<file path="config.mk">
export PLATFORM = sky130hd
export DESIGN_NAME = dct_sequencer
export DESIGN_NICKNAME = d
export VERILOG_FILES = /design/src/rtl/dct_sequencer.sv
export SDC_FILE = /design/constraint.sdc
export NUM_CORES = 1
export LEC_CHECK = 0
export ABC_AREA = 1
export CORE_MARGIN = 2
export CORE_UTILIZATION = 46
export DETAILED_ROUTE_END_ITERATION = 6
export GPL_TIMING_DRIVEN = 0
export PLACE_DENSITY_LB_ADDON = 0.2
export SYNTH_ARGS = -nofsm -noshare
export SYNTH_HDL_FRONTEND = slang
export SYNTH_SLANG_ARGS = --single-unit
export TNS_END_PERCENT = 100
</file>
<file path="constraint.sdc">
create_clock -name clk -period 1.7 [get_ports clk]
set_clock_uncertainty 0.1 [all_clocks]
set_input_delay 0.17 -clock clk [delete_from_list [all_inputs] [get_ports clk]]
set_output_delay 0.17 -clock clk [all_outputs]
set_load 0.03 [all_outputs]
</file>
<file path="src/rtl/dct_sequencer.sv">
// dct_sequencer: control FSM for a row/column 2D DCT built around a single 1D DCT core.
// Eight row passes, then eight column passes over an 8x8 RAM block, with a watchdog on done2.
module dct_sequencer #(
   parameter int DONE_TIMEOUT = 64
) (
   input  logic clk,
   input  logic rst_n,
   input  logic start,
   input  logic isCt17,
   input  logic isCt27,
   input  logic isCt37,
   input  logic done2,
   output logic rstCt1,
   output logic rstCt2,
   output logic rstCt3,
   output logic incCt1,
   output logic incCt2,
   output logic incCt3,
   output logic setCt2,
   output logic setCt3,
   output logic clrReg,
   output logic clrRAM,
   output logic cs,
   output logic read,
   output logic write,
   output logic enROM,
   output logic enDecoder,
   output logic enDCT,
   output logic loadOutReg,
   output logic start2,
   output logic multiplexed_input,
   output logic transpose,
   output logic busy,
   output logic done,
   output logic err
);
   localparam int TW = $clog2(DONE_TIMEOUT + 1);

   localparam logic [3:0] IDLE  = 4'd0;
   localparam logic [3:0] INIT  = 4'd1;
   localparam logic [3:0] RD    = 4'd2;
   localparam logic [3:0] KICK  = 4'd3;
   localparam logic [3:0] WAIT  = 4'd4;
   localparam logic [3:0] LDOUT = 4'd5;
   localparam logic [3:0] WR    = 4'd6;
   localparam logic [3:0] NEXT  = 4'd7;
   localparam logic [3:0] DONE  = 4'd8;
   localparam logic [3:0] ERR   = 4'd9;

   logic [3:0]    state_q, state_d;
   logic          pass_q, pass_d;
   logic [TW-1:0] to_q, to_d;

   // The register-select counter moves in lockstep with the column counter, so its flag is not needed.
   logic unused_isct37;
   assign unused_isct37 = isCt37;

   always_comb begin
      state_d = state_q;
      pass_d  = pass_q;
      to_d    = to_q;
      case (state_q)
         IDLE:  if (start) state_d = INIT;
         INIT: begin
            pass_d  = 1'b0;
            state_d = RD;
         end
         RD:    if (isCt27) state_d = KICK;
         KICK: begin
            to_d    = '0;
            state_d = WAIT;
         end
         // done2 is checked before the limit so a coincident completion is never flagged as an error.
         WAIT: begin
            if (done2) begin
               state_d = LDOUT;
            end else if (to_q == TW'(DONE_TIMEOUT - 1)) begin
               state_d = ERR;
            end else begin
               to_d = to_q + TW'(1);
            end
         end
         LDOUT: state_d = WR;
         WR:    if (isCt27) state_d = NEXT;
         NEXT: begin
            if (!isCt17) begin
               state_d = RD;
            end else if (!pass_q) begin
               pass_d  = 1'b1;
               state_d = RD;
            end else begin
               state_d = DONE;
            end
         end
         DONE:  if (start) state_d = INIT;
         ERR:   if (start) state_d = INIT;
         default: state_d = IDLE;
      endcase
   end

   always_ff @(posedge clk or negedge rst_n) begin
      if (!rst_n) begin
         state_q <= IDLE;
         pass_q  <= 1'b0;
         to_q    <= '0;
      end else begin
         state_q <= state_d;
         pass_q  <= pass_d;
         to_q    <= to_d;
      end
   end

   always_comb begin
      rstCt1 = 1'b0;  rstCt2 = 1'b0;  rstCt3 = 1'b0;
      incCt1 = 1'b0;  incCt2 = 1'b0;  incCt3 = 1'b0;
      setCt2 = 1'b0;  setCt3 = 1'b0;
      clrReg = 1'b0;  clrRAM = 1'b0;
      cs = 1'b0;  read = 1'b0;  write = 1'b0;
      enROM = 1'b0;  enDecoder = 1'b0;  enDCT = 1'b0;
      loadOutReg = 1'b0;  start2 = 1'b0;
      busy = 1'b0;  done = 1'b0;  err = 1'b0;
      case (state_q)
         INIT: begin
            busy = 1'b1;
            rstCt1 = 1'b1;  rstCt2 = 1'b1;  rstCt3 = 1'b1;
            clrReg = 1'b1;
         end
         RD: begin
            busy = 1'b1;
            cs = 1'b1;  read = 1'b1;  enDecoder = 1'b1;
            incCt2 = 1'b1;  incCt3 = 1'b1;
         end
         KICK: begin
            busy = 1'b1;
            start2 = 1'b1;  enDCT = 1'b1;  enROM = 1'b1;
         end
         WAIT: begin
            busy = 1'b1;
            enDCT = 1'b1;  enROM = 1'b1;
         end
         LDOUT: begin
            busy = 1'b1;
            loadOutReg = 1'b1;  rstCt2 = 1'b1;  rstCt3 = 1'b1;
         end
         WR: begin
            busy = 1'b1;
            cs = 1'b1;  write = 1'b1;  enDecoder = 1'b1;
            incCt2 = 1'b1;  incCt3 = 1'b1;
         end
         NEXT: begin
            busy = 1'b1;
            clrReg = 1'b1;  rstCt2 = 1'b1;  rstCt3 = 1'b1;
            incCt1 = !isCt17;
            rstCt1 = isCt17 && !pass_q;
         end
         DONE: done = 1'b1;
         ERR:  err  = 1'b1;
         default: ;
      endcase
      // The RAM bus belongs to the outside world when idle, so the address swap only applies while busy.
      multiplexed_input = busy;
      transpose         = busy && pass_q;
   end
endmodule

</file>
==> flow_summary.yaml, run 1 <==
status:
  outcome: "complete, but fails checks"
  failed_checks: "setup timing"
sta:
  max_slew_margin_pct: 63.5
  tns_ns: -0.105
  tightest_slew_ns: 0.546
  slew_viol_final: 0
  grt_setup_unrepaired: "true"
  finalWorstSetupSlack_ns: -0.0459
  fin_crit_sh_pct: 103
  min_period_ns: 1.75
  setup_viol: 4
  max_freq_mhz: 573
  finalHoldViolCount: 0
floorplan:
  die_area_um2: 2460
  boundaryPins: 30
  rows: 16
  coreArea_um2: 1960
  dieHeight_um: 49.6
  start_util_pct: 48.7
  dieWidth_um: 49.6
worst_setup_path:
  worstSetupEndpointType: "primary output"
  start_kind: "flip-flop"
  r2r-end: "state_q[0]"
  arrival_ns: 1.48
  r2r_start: "state_q[1]"
  r2r_slack_ns: 0.17
  critical_path_class: "reg -> out"
  rr_worst_depth: 8
  path_max_fanout: 10
  required_ns: 1.43
final_layout:
  area_growth_pct: 37.7
  drive_gt1_share_pct: 39.0
  fin_util_pct: 67.1
  diodes: 0
  n_fill_cell: 196
  finalInstanceArea_um2: 1320
  fin_nets: 186
global_routing:
  grt_first_pass_wirelength_um: 3730
  track_usage_pct: 19.5
  antenna_found_initial: 0
  grt_max_degree: 13
  grt_overflow_total: 0
  grt_pass1_vias: 859
power:
  vdd_drop_max_mv: 1.22
  power_leakage_nw: 0.699
  power_density_nw_per_um2: 1970
  total_power_mw: 2.60
logic_synthesis:
  avgSynthCellArea_um2: 6.88
  syn_inst: 139
  synth-seq-area-share_pct: 31.4
  synth_warnings: 0
  synth_area_leader_cell: "dfrtp_1"
  synth_area_leaders: "dfrtp_1 31%, nand2_1 15%, buf_4 7.9%"
  synth-seq-cells: 12
  yosysUniqueCellTypes: 27
  synth_top_area_share_pct: 31.4
  synth.cell_area_um2: 956
clocking:
  clock_sinks: 12
  cts_max_path_buffers: 2
  cts-htree-levels: 1
  clk_pin_slew_ns: 0.08
  holdBufCountCts: 0
  root_buffer: "clkbuf_4"
  cts_buffers: 3
  cts_tree: "built"
  clkLatencyLatePin_ns: 0.28
routing:
  wl_per_cell_um: 11.4
  drt_iter0_drc: 14
  antenna_left: 0
  drc: 0
  drt-pass1-iter-count: 4
  wl_um: 2330
  vias: 989
  avgViaCountPerCell: 4.85
placed_design:
  io_buffers: 25
  place.gp.congestion: 0.775
  placed_cell_area_um2: 1250
  hpwl_um: 1590
flow_run:
  timing.max_cap.violations: 0
hold_path:
  hold_class: "in -> async"
through the flow:
| stage | setup slack [ns] | std cells | hold slack, ns |
|---|---|---|---|
| after floorplan | 0.0370 | 141 | -0.226 |
| after global placement | -0.291 | 193 | 0.419 |
| after detailed placement | -0.316 | 193 | 0.419 |
| after CTS | -0.164 | 199 | 0.159 |
| after global routing | -0.117 | 204 | 0.177 |
| final | -0.0459 | 204 | 0.136 |
per-layer routing:
layer / vias to the layer above / GRT usage, % / wire length, um
met5: - / 0 / 0
met4: 0 / 8.33 / 42
met3: 5 / 3.33 / 120
li1: 500 / - / -
met1: 455 / 23.0 / 983
met2: 29 / 34.4 / 1190
power breakdown:
group	total (mW)	internal, mW	leakage, nW	switching (mW)
combinational	1.91	0.710	0.520	1.20
sequential	0.447	0.355	0.158	0.0914
clock	0.235	0.131	0.0210	0.105
flip-flops by register name (all words and copies together), names as in the netlist:
signal	count
pass_q	1
to_q	7
state_q	4
cells in the mapped netlist:
cell type,count
nor3_1,4
o32ai_1,1
xor2_1,2
nand2_1,37
o21bai_1,1
a21oi_1,1
nor2_1,18
nor3b_1,1
conb_1,1
ha_1,1
o21ai_1,2
nand3_1,14
buf_4,10
inv_2,3
nand3b_1,1
o21a_1,1
o21ai_0,2
nor2_2,2
nor2_4,1
nand4_1,2
inv_1,13
buf_6,2
nand3_2,1
dfrtp_1,12
nand2_4,2
clkinv_8,1
nand2_2,3
worst max-delay path by stage:
stage	startpoint	end	slack [ns]	depth (start not counted)
4_1_cts	state_q[0]	enROM	-0.16	5
5_1_grt	state_q[1]	enROM	-0.12	6
6_report	state_q[1]	enROM	-0.05	6
3_5_place_dp	state_q[0]	enROM	-0.32	6
2_1_floorplan	state_q[0]	state_q[0]	0.04	8
3_3_place_gp	state_q[0]	enROM	-0.29	5
cells by family after synthesis:
| group | after synthesis | synth area share, % |
|---|---|---|
| AO/OA/AOI/OAI | 8 | 5.11 |
| XOR/XNOR | 2 | 1.83 |
| adder cells (fa/ha/maj) | 1 | 1.31 |
| buffers and inverters | 29 | 18.2 |
| flip-flops | 12 | 31.4 |
| other | 1 | 0.392 |
| AND/OR/NAND/NOR | 86 | 41.8 |
cell usage in the layout (no fill, tap or decap), drive strengths merged:
cell           Yosys  routed
a21oi              1       1
buf               12      35
clkbuf             0       8
clkdlybuf4s50      0       5
clkinv             1       1
conb               1       3
dfrtp             12      12
ha                 1       1
inv               16      16
nand2             42      42
nand3             15      15
nand3b             1       1
nand4              2       2
nor2              21      21
nor3               4       4
nor3b              1       1
o21a               1       1
o21ai              4       4
o21bai             1       1
o32ai              1       1
xor2               2       2
final cells by class:
class	instances	area, um2	area share [%]
Clock buffer	4	36.3	2.76
Inverter	17	76.3	5.80
Timing Repair Buffer	32	230	17.5
Multi-Input combinational cell	100	536	40.7
Sequential cell	12	303	23.0
Tap cell	27	33.8	2.57
Buffer	12	101	7.70
critical path, stage by stage, from the launching register on:
cell,delay [ns]
dfrtp_2,0.48
nand2_2,0.12
inv_1,0.08
nand2_4,0.13
nand2_1,0.08
buf_4,0.13
clkbuf_4,0.17
what timing repair did:
item / CTS / global route
buffers inserted: 2 / 5
gates cloned: 0 / 0
endpoints found under the setup margin: 20 / 17
pin swaps: 0 / 2
resized for setup: 99 / 29
Note: power is estimated with default switching activity, not from simulation.
==> run 2: changes to the inputs <==
--- a/config.mk
+++ b/config.mk
@@ -7,9 +7,9 @@
 export LEC_CHECK = 0
 export ABC_AREA = 1
 export CORE_MARGIN = 2
-export CORE_UTILIZATION = 46
+export CORE_UTILIZATION = 49
 export DETAILED_ROUTE_END_ITERATION = 6
-export GPL_TIMING_DRIVEN = 0
+export GPL_TIMING_DRIVEN = 1
 export PLACE_DENSITY_LB_ADDON = 0.2
 export SYNTH_ARGS = -nofsm -noshare
 export SYNTH_HDL_FRONTEND = slang
==> constraint.sdc (replaced) <==
create_clock -name clk -period 2.05 [get_ports clk]
set_clock_uncertainty 0.1 [all_clocks]
set_input_delay 0.205 -clock clk [delete_from_list [all_inputs] [get_ports clk]]
set_output_delay 0.205 -clock clk [all_outputs]
set_load 0.03 [all_outputs]
==> run 2 against run 1 <==
The run now ends clean. Worst hold slack gained 0.043 ns. Via count shrank 7.1%. Sequential share of layout area up 2.4 points. Die area fell by 5.6%. Global-route usage increased by 0.96 points. Cell area shrank 10%. Worst setup slack better by 0.17 ns. Clock power down 42%. Non-clock buffer count fell by 12. Register-to-register slack improved by 0.21 ns. Sequential power decreased by 15%. Final cell count fell by 7.4%. Largest cell class unchanged. Largest power group unchanged.
==> flow_summary.yaml, run 2 (synthesis gave the netlist of run 1 again) <==
status:
  outcome: "finished, final reports clean"
power:
  p_comb_share_pct: 71.1
  p_sw_share_pct: 57.0
  p_switching_mw: 1.02
  power.share.clock_pct: 7.6
  power_frac_seq_pct: 21.3
  vdd_drop_max_mv: 1.17
  power_leakage_nw: 0.649
  p_int_uw: 768
  power_density_nw_per_um2: 1510
hold_path:
  hold_class: "in -> async"
sta:
  setup_viol: 0
  fin_crit_sh_pct: 94.0
  finalHoldViolCount: 0
  tns_ns: 0
  tightest_slew_ns: 0.520
  slew_viol_final: 0
  min_period_ns: 1.93
  max_slew_margin_pct: 65.2
  grt_setup_unrepaired: "false"
  max_freq_mhz: 519
routing:
  antenna_left: 0
  wl_per_cell_um: 10.7
  drc: 0
  drt_iter0_drc: 21
  drt-pass1-iter-count: 4
  avgViaCountPerCell: 4.86
  vias: 919
  wl_um: 2030
clocking:
  clock_sinks: 12
  cts-htree-levels: 1
  cts_max_path_buffers: 2
  cts_buffers: 3
  clkLatencyLatePin_ns: 0.27
  root_buffer: "clkbuf_4"
  cts_tree: "built"
  holdBufCountCts: 0
  clk_pin_slew_ns: 0.06
placed_design:
  hpwl_um: 1690
  io_buffers: 25
  dp_cells: 186
  place.gp.congestion: 0.810
worst_setup_path:
  arrival_ns: 1.62
  start_kind: "flip-flop"
  worstSetupEndpointType: "primary output"
  critical_path_class: "reg -> out"
  required_ns: 1.75
  setup.worst_path.start: "state_q[0]"
  path_max_fanout: 7
  r2r_start: "state_q[3]"
floorplan:
  coreArea_um2: 1780
  boundaryPins: 30
  dieWidth_um: 48.2
  rows: 15
  dieHeight_um: 48.2
  start_util_pct: 53.6
  die_area_um2: 2320
global_routing:
  grt_overflow_total: 0
  grt_first_pass_wirelength_um: 3350
  antenna_found_initial: 0
  grt_pass1_vias: 797
  track_usage_pct: 20.4
  grt_max_degree: 13
final_layout:
  reg_top3: "to_q x7, state_q x4, pass_q x1"
  largest_register_ffs: 7
  top_register: "to_q"
  area_growth_pct: 23.8
  layout_common_cells: "37 x nand2_1, 18 x nor2_1, 15 x dlygate4sd2_1, 14 x nand3_1, 13 x inv_1"
  final_cells: 189
  mostFrequentLayoutCell: "nand2_1"
  n_fill_cell: 185
  diodes: 0
  drive_gt1_share_pct: 16.5
  fin_nets: 174
flow_run:
  timing.max_cap.violations: 0
run 2: cell types whose count changed in the layout (fill, tap and decap cells not counted), moves of 6 or more:
cell | before | now
buf_2 | 7 | 0
buf_4 | 25 | 7
dlygate4sd2_1 | 0 | 15
nor2_1 | 12 | 18
run 2: path summary, 6_finish.rpt:
kind	cells after the start	slack [ns]	endpoint
min reg2reg	2	0.44	to_q[6]
min	1	0.18	state_q[2]
min in group clk	2	0.44	to_q[6]
max	5	0.12	enDCT
max in group asynchronous	1	1.32	to_q[3]
max reg2reg	8	0.38	to_q[4]
run 2: power groups by stage:
stage | logic [mW] | registers, mW | clock network, mW
3_5_place_dp | 1.42 | 0.385 | 0
5_1_grt | 1.38 | 0.390 | 0.155
3_3_place_gp | 1.40 | 0.380 | 0
4_1_cts | 1.28 | 0.380 | 0.145
6_report | 1.27 | 0.380 | 0.136
2_1_floorplan | 1.03 | 0.342 | 0
run 2: final cells by class:
cell class / instances / area, um2 / area share, %
flip-flops and latches: 12 / 300 / 25.4
inverters: 17 / 76.3 / 6.45
repair buffers: 32 / 264 / 22.3
well taps: 25 / 31.3 / 2.64
multi-input cells: 100 / 489 / 41.3
clock buffers: 3 / 22.5 / 1.90
run 2: critical path, stage by stage (launching register included):
cell and delay [ns]:
dfrtp_1 0.49, nand2_1 0.14, inv_1 0.12, nand2_2 0.11, nand2_1 0.12, clkdlybuf4s15_1 0.37
run 2: through the flow:
| step | cell area [um2] | power (mW) | worst slack (ns) | hold WS, ns | util [%] |
|---|---|---|---|---|---|
| floorplan | 963 | 1.37 | 0.312 | -0.191 | - |
| global placement | 1200 | 1.78 | 0.0775 | 0.412 | 67.3 |
| detailed placement | 1200 | 1.81 | 0.0448 | 0.423 | 67.3 |
| CTS | 1200 | 1.81 | 0.0197 | 0.192 | 67.2 |
| global route | 1180 | 1.92 | 0.00955 | 0.226 | 66.4 |
| finish | 1180 | 1.78 | 0.123 | 0.179 | 66.4 |
run 2: timing repair:
| action | 4_1_cts | 5_1_grt |
|---|---|---|
| setup buffers | 0 | 0 |
| resized for setup | 20 | 9 |
| endpoints found under the setup margin | 20 | 5 |
run 2: metal layers:
metal  vias up  routed length [um]  global-route usage, %
li1        479                   -                      -
met2        32                 975                   32.1
met1       403                 932                   28.2
met5         -                   0                      0
met4         0                  12                   3.78
met3         5                 106                   5.93
==> run 3: changes to the inputs <==
--- a/config.mk
+++ b/config.mk
@@ -8,6 +8,7 @@
 export ABC_AREA = 1
 export CORE_MARGIN = 2
 export CORE_UTILIZATION = 49
+export CTS_CLUSTER_DIAMETER = 150
 export DETAILED_ROUTE_END_ITERATION = 6
 export GPL_TIMING_DRIVEN = 1
 export PLACE_DENSITY_LB_ADDON = 0.2
==> results of run 3 <==
No change in the layout: final DEF, timing and power equal those of run 2.
